**src/rtl/dec_ex_pipeline_reg.sv**
```systemverilog
// dec_ex_pipeline_reg
// Decode-to-execute pipeline register of the 5-stage RISC-V core.
// Registers decoded operands and control for the execute stage.
// Each edge applies exactly one action, in this priority order:
//   1. flush: load a bubble.
//   2. stall: hold the contents.
//   3. otherwise: load the decode outputs.
// Captured and held register data is bypassed from the write-back stage.
// Optional build macro: DEC_EX_PERF_CNT_EN adds flush_count/stall_count.
module dec_ex_pipeline_reg #(
  parameter int XLEN       = 32,
  parameter int ALU_CTRL_W = 4
) (
  input  logic                  clk,
  input  logic                  rst_n,
  input  logic                  flush,
  input  logic                  stall,
  input  logic                  dec_valid,
  input  logic [XLEN-1:0]       dec_pc,
  input  logic [XLEN-1:0]       dec_pc_plus4,
  input  logic [XLEN-1:0]       dec_rs1_data,
  input  logic [XLEN-1:0]       dec_rs2_data,
  input  logic [XLEN-1:0]       dec_imm,
  input  logic [4:0]            dec_rs1_addr,
  input  logic [4:0]            dec_rs2_addr,
  input  logic [4:0]            dec_rd_addr,
  input  logic [ALU_CTRL_W-1:0] dec_alu_ctrl,
  input  logic                  dec_alu_src_b,
  input  logic [1:0]            dec_result_src,
  input  logic                  dec_reg_write,
  input  logic                  dec_mem_read,
  input  logic                  dec_mem_write,
  input  logic                  dec_branch,
  input  logic                  dec_jump,
  input  logic                  wb_reg_write_signal,
  input  logic [4:0]            wb_reg_write_addr,
  input  logic [XLEN-1:0]       wb_result,
  output logic                  ex_valid,
  output logic [XLEN-1:0]       ex_pc,
  output logic [XLEN-1:0]       ex_pc_plus4,
  output logic [XLEN-1:0]       ex_rs1_data,
  output logic [XLEN-1:0]       ex_rs2_data,
  output logic [XLEN-1:0]       ex_imm,
  output logic [4:0]            ex_rs1_addr,
  output logic [4:0]            ex_rs2_addr,
  output logic [4:0]            ex_rd_addr,
  output logic [ALU_CTRL_W-1:0] ex_alu_ctrl,
  output logic                  ex_alu_src_b,
  output logic [1:0]            ex_result_src,
  output logic                  ex_reg_write,
  output logic                  ex_mem_read,
  output logic                  ex_mem_write,
  output logic                  ex_branch,
  output logic                  ex_jump
`ifdef DEC_EX_PERF_CNT_EN
  ,
  output logic [31:0]           flush_count,
  output logic [31:0]           stall_count
`endif
);

  logic                  r_valid;
  logic [XLEN-1:0]       r_pc;
  logic [XLEN-1:0]       r_pc_plus4;
  logic [XLEN-1:0]       r_rs1_data;
  logic [XLEN-1:0]       r_rs2_data;
  logic [XLEN-1:0]       r_imm;
  logic [4:0]            r_rs1_addr;
  logic [4:0]            r_rs2_addr;
  logic [4:0]            r_rd_addr;
  logic [ALU_CTRL_W-1:0] r_alu_ctrl;
  logic                  r_alu_src_b;
  logic [1:0]            r_result_src;
  logic                  r_reg_write;
  logic                  r_mem_read;
  logic                  r_mem_write;
  logic                  r_branch;
  logic                  r_jump;

  // Bypass on load.
  // The register file cannot return a value written in this same cycle.
  // x0 is hard-wired, so it is never bypassed.
  logic w_byp_ld_rs1;
  logic w_byp_ld_rs2;
  // Bypass while held.
  // This keeps stalled operands in step with write-back.
  logic w_byp_hold_rs1;
  logic w_byp_hold_rs2;

  assign w_byp_ld_rs1   = wb_reg_write_signal && (wb_reg_write_addr == dec_rs1_addr)
                          && (dec_rs1_addr != 5'd0);
  assign w_byp_ld_rs2   = wb_reg_write_signal && (wb_reg_write_addr == dec_rs2_addr)
                          && (dec_rs2_addr != 5'd0);
  assign w_byp_hold_rs1 = wb_reg_write_signal && (wb_reg_write_addr == r_rs1_addr)
                          && (r_rs1_addr != 5'd0);
  assign w_byp_hold_rs2 = wb_reg_write_signal && (wb_reg_write_addr == r_rs2_addr)
                          && (r_rs2_addr != 5'd0);

  // Control fields, addresses and PC fields.
  // Action order: flush loads a bubble, stall holds, otherwise load.
  // NOTE: every bit is reset, so reset is a true bubble (the hazard unit sees only x0 addresses).
  always_ff @(posedge clk or negedge rst_n) begin
    if (!rst_n) begin
      // NOTE: sequential state uses <= so all flops sample pre-edge values together.
      r_valid      <= 1'b0;
      r_pc         <= '0;
      r_pc_plus4   <= '0;
      r_imm        <= '0;
      r_rs1_addr   <= '0;
      r_rs2_addr   <= '0;
      r_rd_addr    <= '0;
      r_alu_ctrl   <= '0;
      r_alu_src_b  <= 1'b0;
      r_result_src <= '0;
      r_reg_write  <= 1'b0;
      r_mem_read   <= 1'b0;
      r_mem_write  <= 1'b0;
      r_branch     <= 1'b0;
      r_jump       <= 1'b0;
    end else if (flush) begin
      r_valid      <= 1'b0;
      r_pc         <= '0;
      r_pc_plus4   <= '0;
      r_imm        <= '0;
      r_rs1_addr   <= '0;
      r_rs2_addr   <= '0;
      r_rd_addr    <= '0;
      r_alu_ctrl   <= '0;
      r_alu_src_b  <= 1'b0;
      r_result_src <= '0;
      r_reg_write  <= 1'b0;
      r_mem_read   <= 1'b0;
      r_mem_write  <= 1'b0;
      r_branch     <= 1'b0;
      r_jump       <= 1'b0;
    end else if (!stall) begin
      r_valid      <= dec_valid;
      r_pc         <= dec_pc;
      r_pc_plus4   <= dec_pc_plus4;
      r_imm        <= dec_imm;
      r_rs1_addr   <= dec_rs1_addr;
      r_rs2_addr   <= dec_rs2_addr;
      r_rd_addr    <= dec_rd_addr;
      r_alu_ctrl   <= dec_alu_ctrl;
      r_alu_src_b  <= dec_alu_src_b;
      r_result_src <= dec_result_src;
      r_reg_write  <= dec_reg_write;
      r_mem_read   <= dec_mem_read;
      r_mem_write  <= dec_mem_write;
      r_branch     <= dec_branch;
      r_jump       <= dec_jump;
    end
  end

  // Operand data: the register-file value or the bypassed write-back result.
  always_ff @(posedge clk or negedge rst_n) begin
    if (!rst_n) begin
      r_rs1_data <= '0;
      r_rs2_data <= '0;
    end else if (flush) begin
      r_rs1_data <= '0;
      r_rs2_data <= '0;
    end else if (stall) begin
      if (w_byp_hold_rs1) r_rs1_data <= wb_result;
      if (w_byp_hold_rs2) r_rs2_data <= wb_result;
    end else begin
      r_rs1_data <= w_byp_ld_rs1 ? wb_result : dec_rs1_data;
      r_rs2_data <= w_byp_ld_rs2 ? wb_result : dec_rs2_data;
    end
  end

  assign ex_valid      = r_valid;
  assign ex_pc         = r_pc;
  assign ex_pc_plus4   = r_pc_plus4;
  assign ex_rs1_data   = r_rs1_data;
  assign ex_rs2_data   = r_rs2_data;
  assign ex_imm        = r_imm;
  assign ex_rs1_addr   = r_rs1_addr;
  assign ex_rs2_addr   = r_rs2_addr;
  assign ex_rd_addr    = r_rd_addr;
  assign ex_alu_ctrl   = r_alu_ctrl;
  assign ex_alu_src_b  = r_alu_src_b;
  assign ex_result_src = r_result_src;
  assign ex_reg_write  = r_reg_write;
  assign ex_mem_read   = r_mem_read;
  assign ex_mem_write  = r_mem_write;
  assign ex_branch     = r_branch;
  assign ex_jump       = r_jump;

`ifdef DEC_EX_PERF_CNT_EN
  logic [31:0] r_flush_count;
  logic [31:0] r_stall_count;

  // Performance counters.
  // A stall is counted only when it is not masked by a flush.
  // Both counters wrap naturally.
  always_ff @(posedge clk or negedge rst_n) begin
    if (!rst_n) begin
      r_flush_count <= '0;
      r_stall_count <= '0;
    end else if (flush) begin
      r_flush_count <= r_flush_count + 32'd1;
    end else if (stall) begin
      r_stall_count <= r_stall_count + 32'd1;
    end
  end

  assign flush_count = r_flush_count;
  assign stall_count = r_stall_count;
`endif

endmodule

```
**config.mk**
```make
export PLATFORM = sky130hd
export DESIGN_NAME = dec_ex_pipeline_reg
export DESIGN_NICKNAME = d
export VERILOG_FILES = /design/src/rtl/dec_ex_pipeline_reg.sv
export SDC_FILE = /design/constraint.sdc
export NUM_CORES = 1
export LEC_CHECK = 0
export BUFFER_PORTS_ARGS = -buffer_cell sky130_fd_sc_hd__buf_2
export CAP_MARGIN = 5
export CORE_AREA = 3 3 162 164
export CTS_BUF_LIST = sky130_fd_sc_hd__clkbuf_4 sky130_fd_sc_hd__clkbuf_8
export CTS_CLUSTER_DIAMETER = 200
export CTS_CLUSTER_SIZE = 24
export DETAILED_ROUTE_END_ITERATION = 7
export DIE_AREA = 0 0 165 167
export GPL_ROUTABILITY_DRIVEN = 0
export PLACE_DENSITY = 0.65
export SYNTH_ARGS = -nofsm -noshare
export SYNTH_HDL_FRONTEND = slang
export SYNTH_SLANG_ARGS = --single-unit
```
**constraint.sdc**
```tcl
create_clock -name clk -period 2.5 [get_ports clk]
set_input_delay 0.5 -clock clk [delete_from_list [all_inputs] [get_ports clk]]
set_output_delay 0.5 -clock clk [all_outputs]
set_load 0.05 [all_outputs]
```
==> results.cfg, run 1 <==
[run_status]
status = finished, final reports clean

[critical_path]
crit_chain = or2_2 -> o21ai_1 -> a41o_1 -> buf_12 -> nor2_1 -> a311oi_1
criticalPathCategory = flop to flop
critPathRequiredTime_ps = 2850
r2r-end = ex_rs2_data[2]
arrival_ps = 2300
critPathTopFamily = compound AO/OA/AOI/OAI gates
cp_slowest_stage_delay_ps = 440
end_kind = flop
reg2reg_depth = 6
worst-path-max-fanout = 32
r2r_start = ex_rs2_addr[4]
start_kind = flop
critPathSlowestCell = dfrtp_1
worst-path-buf-inv = 1
r2r_slack_ps = 560

[clock_tree]
clock_path_buffers = 2
clk_transition_reported_paths_ps = 120
cts_tree = done
cts_setup_buffers = 0
cts_sinks = 188
root_buffer = clkbuf_8
ctsResizeCount = 0
numCtsBuffers = 17
clk-insertion-delay-late_ps = 460
postCtsHoldBufs = 0
htreeDepth = 4

[run]
max_cap_violations = 0

[power_and_ir_drop]
peakVddDrop_v = 0.000362
power_frac_comb_pct = 26.8
swShare_pct = 38.2
pwr-share-seq_pct = 44.7
power_leakage_nw = 6.53
p_per_area_mw_per_mm2 = 609
p_clk_share_pct = 28.4
p_switching_w = 0.00285
internal_power_w = 0.00461
p_total_w = 0.00745

[detailed_routing]
met3_length_mm = 2.08
avgRoutedWirePerCell_um = 18.8
ant_nets = 0
top_layer = met4
drt-initial-drc-count = 541
wl_met2_mm = 15.6
wl_mm = 30.7
viasPerCell = 5.14
drtPass1Iterations = 4
drc = 0
drt-met1-wl_mm = 12.4
vias = 8394

[die]
die_y_um = 167
io_pins = 418
core_area_sq_mm = 0.0250
start_util_pct = 37.0
floorplan.rows = 58
die_w_um = 165
fp.dieArea_sq_mm = 0.0276

[global_routing]
grt-ovfl-total = 0
grt_pass1_wl_mm = 47.6
grt_util_all_layers_pct = 21.9
grt_max_degree = 142
grt_pass1_vias = 8396
antenna_found_initial = 1

[sta]
fin_worst_skew_ps = 17.8
maxSlewViolCount = 0
hold_violations = 0
rsz0062_at_grt = false
period_minus_slack_ps = 1940
worst_hold_slack_ps = 39.1
finalSetupViolCount = 0
setup-tns-final_ps = 0
worst_slew_pin_slew_ps = 752
period_share_pct = 77.7
timing.fmax_ghz = 0.515
slew-limit-headroom_pct = 49.8

[synthesis]
yosysWarnings = 0
ys_async_sr_fraction_pct = 100
synth_edf_count = 0
ys.flop_type = dfrtp_1
seq_area_frac_synth_pct = 50.8
synth_area_sq_mm = 0.00925
netlist_instances = 914
syn_area_per_cell_sq_um = 10.1
synth_nets = 1144
ys_types = 32
ys_seq_elements = 188

[finish]
drive_gt1_share_pct = 39.4
syn_to_final_growth_pct = 32.3
num-nets-final = 1520

[place]
hpwl_mm = 21.8
numPortBuffers = 417

[worst_hold_path]
holdCritPathClass = primary input to asynchronous set/reset pin
## layout make-up
cell class / instances / area, sq um
timing repair buffer: 441 / 2480
fill: 2450 / 12800
multi-input combinational: 577 / 3980
sequential: 188 / 4700
tap: 330 / 413
antenna: 1 / 2.50
inverter: 65 / 244
clock inverter: 14 / 171
clock buffer: 18 / 248
## state kept, by name (all words and copies together) (netlist names), 2 cells and up
register	flops
ex_pc	32
ex_rs1_addr	5
ex_imm	32
ex_result_src	2
ex_alu_ctrl	4
ex_pc_plus4	32
ex_rs2_data	32
ex_rs2_addr	5
ex_rs1_data	32
ex_rd_addr	5
## power groups by stage
stage,Sequential [W],Clock [W],Combinational [W]
after floorplan,0.00406,0,0.000632
after global placement,0.00339,0,0.00200
after detailed placement,0.00339,0,0.00202
after CTS,0.00334,0.00220,0.00202
after global routing,0.00336,0.00231,0.00214
final,0.00334,0.00212,0.00200
## cells in the final DEF (no fill, tap or decap)
cell type | synthesis | routed
nor3_4 | 1 | 1
o21ai_1 | 2 | 2
or2_2 | 2 | 2
clkbuf_8 | 0 | 20
clkinv_8 | 0 | 6
inv_8 | 0 | 3
a21oi_1 | 32 | 32
o21a_1 | 1 | 1
clkinv_2 | 0 | 1
nand4_1 | 32 | 32
and3_2 | 0 | 1
buf_6 | 0 | 1
or2_0 | 1 | 1
nand2b_1 | 2 | 2
o21bai_4 | 0 | 1
buf_12 | 0 | 15
nor4_4 | 1 | 1
diode_2 | 0 | 1
a41oi_4 | 0 | 3
mux2i_1 | 124 | 124
nor3_1 | 2 | 2
xnor2_1 | 7 | 7
a221oi_1 | 2 | 2
nand3_1 | 1 | 1
clkinv_4 | 0 | 1
xor2_1 | 9 | 9
inv_1 | 65 | 65
buf_4 | 6 | 9
a221oi_2 | 30 | 30
nand2_1 | 68 | 68
a311oi_1 | 64 | 64
nor2_1 | 188 | 188
buf_2 | 32 | 414
dfrtp_1 | 188 | 188
inv_6 | 0 | 3
a41o_1 | 1 | 1
o31ai_4 | 0 | 1
o31a_1 | 1 | 1
## metal layers
layer  up-vias  GRT usage, %
li1       3932             -
met1      4087          27.8
met2       339          37.1
met3        36          5.17
met4         0          6.02
met5         -             0
## per-stage QoR
stage / instances / setup slack [ps] / instance area [sq um] / utilization, %
floorplan: 914 / 529 / 9250 / -
global placement: 1601 / 249 / 11800 / 47.2
detailed placement: 1601 / 180 / 11800 / 47.2
CTS: 1633 / 571 / 12200 / 48.9
global route: 1634 / 471 / 12200 / 48.9
finish: 1634 / 556 / 12200 / 48.9
## cell families (layout without fill, tap and decap cells)
family | Yosys count | in the layout | share of synthesized area, %
simple gates | 299 | 299 | 13.5
xor+xnor | 16 | 16 | 1.51
other cells | 0 | 1 | 0
buf+inv | 149 | 538 | 6.73
compound gates | 138 | 138 | 14.0
flops | 188 | 188 | 50.8
mux | 124 | 124 | 13.4
## Yosys cell counts, types with 2 or more instances
master	count	area (sq um)
a21oi_1	32	160
inv_1	65	244
a221oi_1	2	17.5
nand2b_1	2	12.5
buf_1	6	22.5
a311oi_1	64	561
nor2_1	188	706
a41oi_2	3	48.8
buf_2	32	160
clkbuf_1	39	146
nor3_1	2	10.0
nand2_1	68	255
buf_4	6	45.0
xnor2_1	7	61.3
dfrtp_1	188	4700
or2_2	2	12.5
o21ai_1	2	10.0
nand4_1	32	200
mux2i_1	124	1240
a221oi_2	30	450
xor2_1	9	78.8
## worst reg2reg max path, stage by stage (launching register included)
cell      delay (ps)
dfrtp_1          440
or2_2            300
o21ai_1          250
a41o_1           260
buf_12           200
nor2_1            90
a311oi_1         300
## worst max path at each step
| stage | cells past startpoint | endpoint | from |
|---|---|---|---|
| 5_1_grt | 6 | ex_rs2_data[13] | ex_rs2_addr[4] |
| 3_3_place_gp | 7 | ex_rs1_data[30] | wb_reg_write_addr[0] |
| 4_1_cts | 6 | ex_rs2_data[18] | ex_rs2_addr[4] |
| 2_1_floorplan | 8 | ex_rs2_data[23] | wb_reg_write_addr[0] |
| 6_report | 6 | ex_rs2_data[2] | ex_rs2_addr[4] |
| 3_5_place_dp | 7 | ex_rs2_data[18] | wb_reg_write_addr[0] |
No activity file was read; power rests on OpenSTA's default activity.
==> run 2, diff against run 1 <==
- CORE_AREA: 3 3 162 164 -> 3 3 159 161
- DIE_AREA: 0 0 165 167 -> 0 0 162 164
- PLACE_DENSITY: 0.65 -> 0.67
- clock period: 2.5 -> 1.8 ns (I/O delays scaled with it)
==> run 2 against run 1 <==
Against the previous run: the run now ends with negative setup slack left; cell count increased by 2.1%; design area increased by 7.7%; clock power increased by 50%; global-route usage increased by 0.46 points; worst setup slack got worse by 640 ps; power increased by 46%; combinational power increased by 53%; clock-buffer cell count decreased by 1; via count increased by 4.5%; non-clock buffer count increased by 39; first-iteration DRC count decreased by 2.6%; clock skew about the same; critical path type unchanged; largest cell class unchanged.
==> results.cfg, run 2 (synthesis gave the netlist of run 1 again) <==
[global_routing]
grt_pass1_vias = 8466
grt-ovfl-total = 0
grt.met2_usage_pct = 37.5
grt.met1_usage_pct = 28.0
grt_max_degree = 189
top_usage_layer = met2
antenna_found_initial = 3
grt_pass1_wl_mm = 46.7
grt_util_all_layers_pct = 22.3
grtUsageMet3_pct = 5.70

[critical_path]
cp_common_cell = buf_12
path_depth = 9
crit_chain = xor2_1 -> nor3_2 -> buf_4 -> buf_6 -> a41oi_4 -> buf_12 -> buf_12 -> nor2_1 -> a311oi_1
critPathTopFamily = buffers and inverters
start_kind = flop
worst-path-max-fanout = 8
critPathRequiredTime_ps = 2140
worst-path-buf-inv = 4
end_kind = flop
critPathSlowestCell = dfrtp_2
reg2reg_depth = 9
r2r_start = ex_rs2_addr[3]
crit_start = ex_rs2_addr[3]
criticalPathCategory = flop to flop
cp_slowest_stage_delay_ps = 430
arrival_ps = 2230

[clock_tree]
cts_tree = done
numCtsBuffers = 17
root_buffer = clkbuf_8
clk_transition_reported_paths_ps = 140
cts_sinks = 188
clk-insertion-delay-late_ps = 470
htreeDepth = 4
clock_path_buffers = 2

[sta]
worst_slew_pin_slew_ps = 1010
slew-limit-headroom_pct = 32.3
fin_ws_ps = -88.5
period_minus_slack_ps = 1890
period_share_pct = 105
setup-tns-final_ps = -1500
rsz0062_at_grt = true
fin_worst_skew_ps = 17.4
timing.fmax_ghz = 0.530
maxSlewViolCount = 0
finalSetupViolCount = 45
hold_violations = 0

[detailed_routing]
wl_mm = 32.2
drc = 0
drtPass1Iterations = 4
ant_nets = 0
viasPerCell = 5.26
vias = 8770
avgRoutedWirePerCell_um = 19.3
drt-initial-drc-count = 527

[finish]
mostFrequentLayoutCell = buf_2
layout.cells.non_filler = 1668
post-route-util_pct = 54.7
drive_gt1_share_pct = 46.1
num-nets-final = 1559
final_area_sq_mm = 0.0132
syn_to_final_growth_pct = 42.5
fillers = 2207
final_cell_mix = buf_2 (414), dfrtp_1 (180), nor2_1 (171)

[power_and_ir_drop]
power_frac_comb_pct = 28.1
power_leakage_nw = 6.87
swShare_pct = 38.3
peakVddDrop_v = 0.000508
p_switching_w = 0.00416
p_per_area_mw_per_mm2 = 825
p_clk_share_pct = 29.3
pwr-share-seq_pct = 42.7
internal_power_w = 0.00672

[die]
floorplan.rows = 57
io_pins = 418
start_util_pct = 38.4
die_w_um = 162
fp.dieArea_sq_mm = 0.0266
core_area_sq_mm = 0.0241
die_y_um = 164

[run_status]
violations = negative setup slack
status = complete, but fails checks

[place]
post-place-cells = 1622
numPortBuffers = 417
placed_cell_area_sq_mm = 0.0120
hpwl_mm = 22.5
post-place-ws_ps = -342

[worst_hold_path]
hold_depth = 3
holdCritPathClass = primary input to flop
min_from = dec_reg_write

[run]
max_cap_violations = 0
[run 2: area by class of cell]
type	instances	area (sq um)	share of cell area [%]
sequential	188	4710	35.8
clock inverter	15	225	1.71
multi-input combinational	577	4410	33.5
tap	324	405	3.07
inverter	65	244	1.85
clock buffer	17	234	1.77
antenna	2	5.00	0.0380
timing repair buffer	480	2950	22.3
[run 2: timing repair]
action                     CTS  global route
hold buffers                 1             0
resized for setup            4            87
pin swaps                    0            54
setup endpoints to repair   64            55
hold endpoints to repair    40             0
gates cloned                 0             7
buffers inserted             0             5
[run 2: worst paths after layout]
kind / to / slack, ps
worst max-delay path: ex_rs2_data[9] / -90
worst min-delay path: ex_reg_write / 110
worst max register to register: ex_rs2_data[9] / -90
worst min register to register: ex_rd_addr[1] / 520
max in group asynchronous: ex_rs1_data[21] / 770
min in group asynchronous: ex_pc_plus4[15] / 400
[run 2: worst register-to-register path, stage by stage, from the launching register on]
cell      delay (ps)
dfrtp_2          430
xor2_1           180
nor3_2            60
buf_4            150
buf_6            110
a41oi_4          230
buf_12           160
buf_12           140
nor2_1            50
a311oi_1         270
[run 2: through the flow]
step                hold WS, ps  total power, W
floorplan                  64.4         0.00653
global placement            355         0.00754
detailed placement          361         0.00758
CTS                        66.5          0.0108
global route               76.8          0.0114
finish                      109          0.0109
[run 2: routing by layer]
metal	part of all wire (%)	wire length, um
met1	40	12800
met2	50	16000
met3	7.2	2330
met4	3.0	964
met5	0.050	16
[run 2: power groups by stage]
stage / sequential (W) / clock [W] / combinational (W)
6_report: 0.00464 / 0.00318 / 0.00305
5_1_grt: 0.00467 / 0.00347 / 0.00324
4_1_cts: 0.00464 / 0.00329 / 0.00287
3_5_place_dp: 0.00472 / 0 / 0.00286
3_3_place_gp: 0.00471 / 0 / 0.00283
2_1_floorplan: 0.00564 / 0 / 0.000885
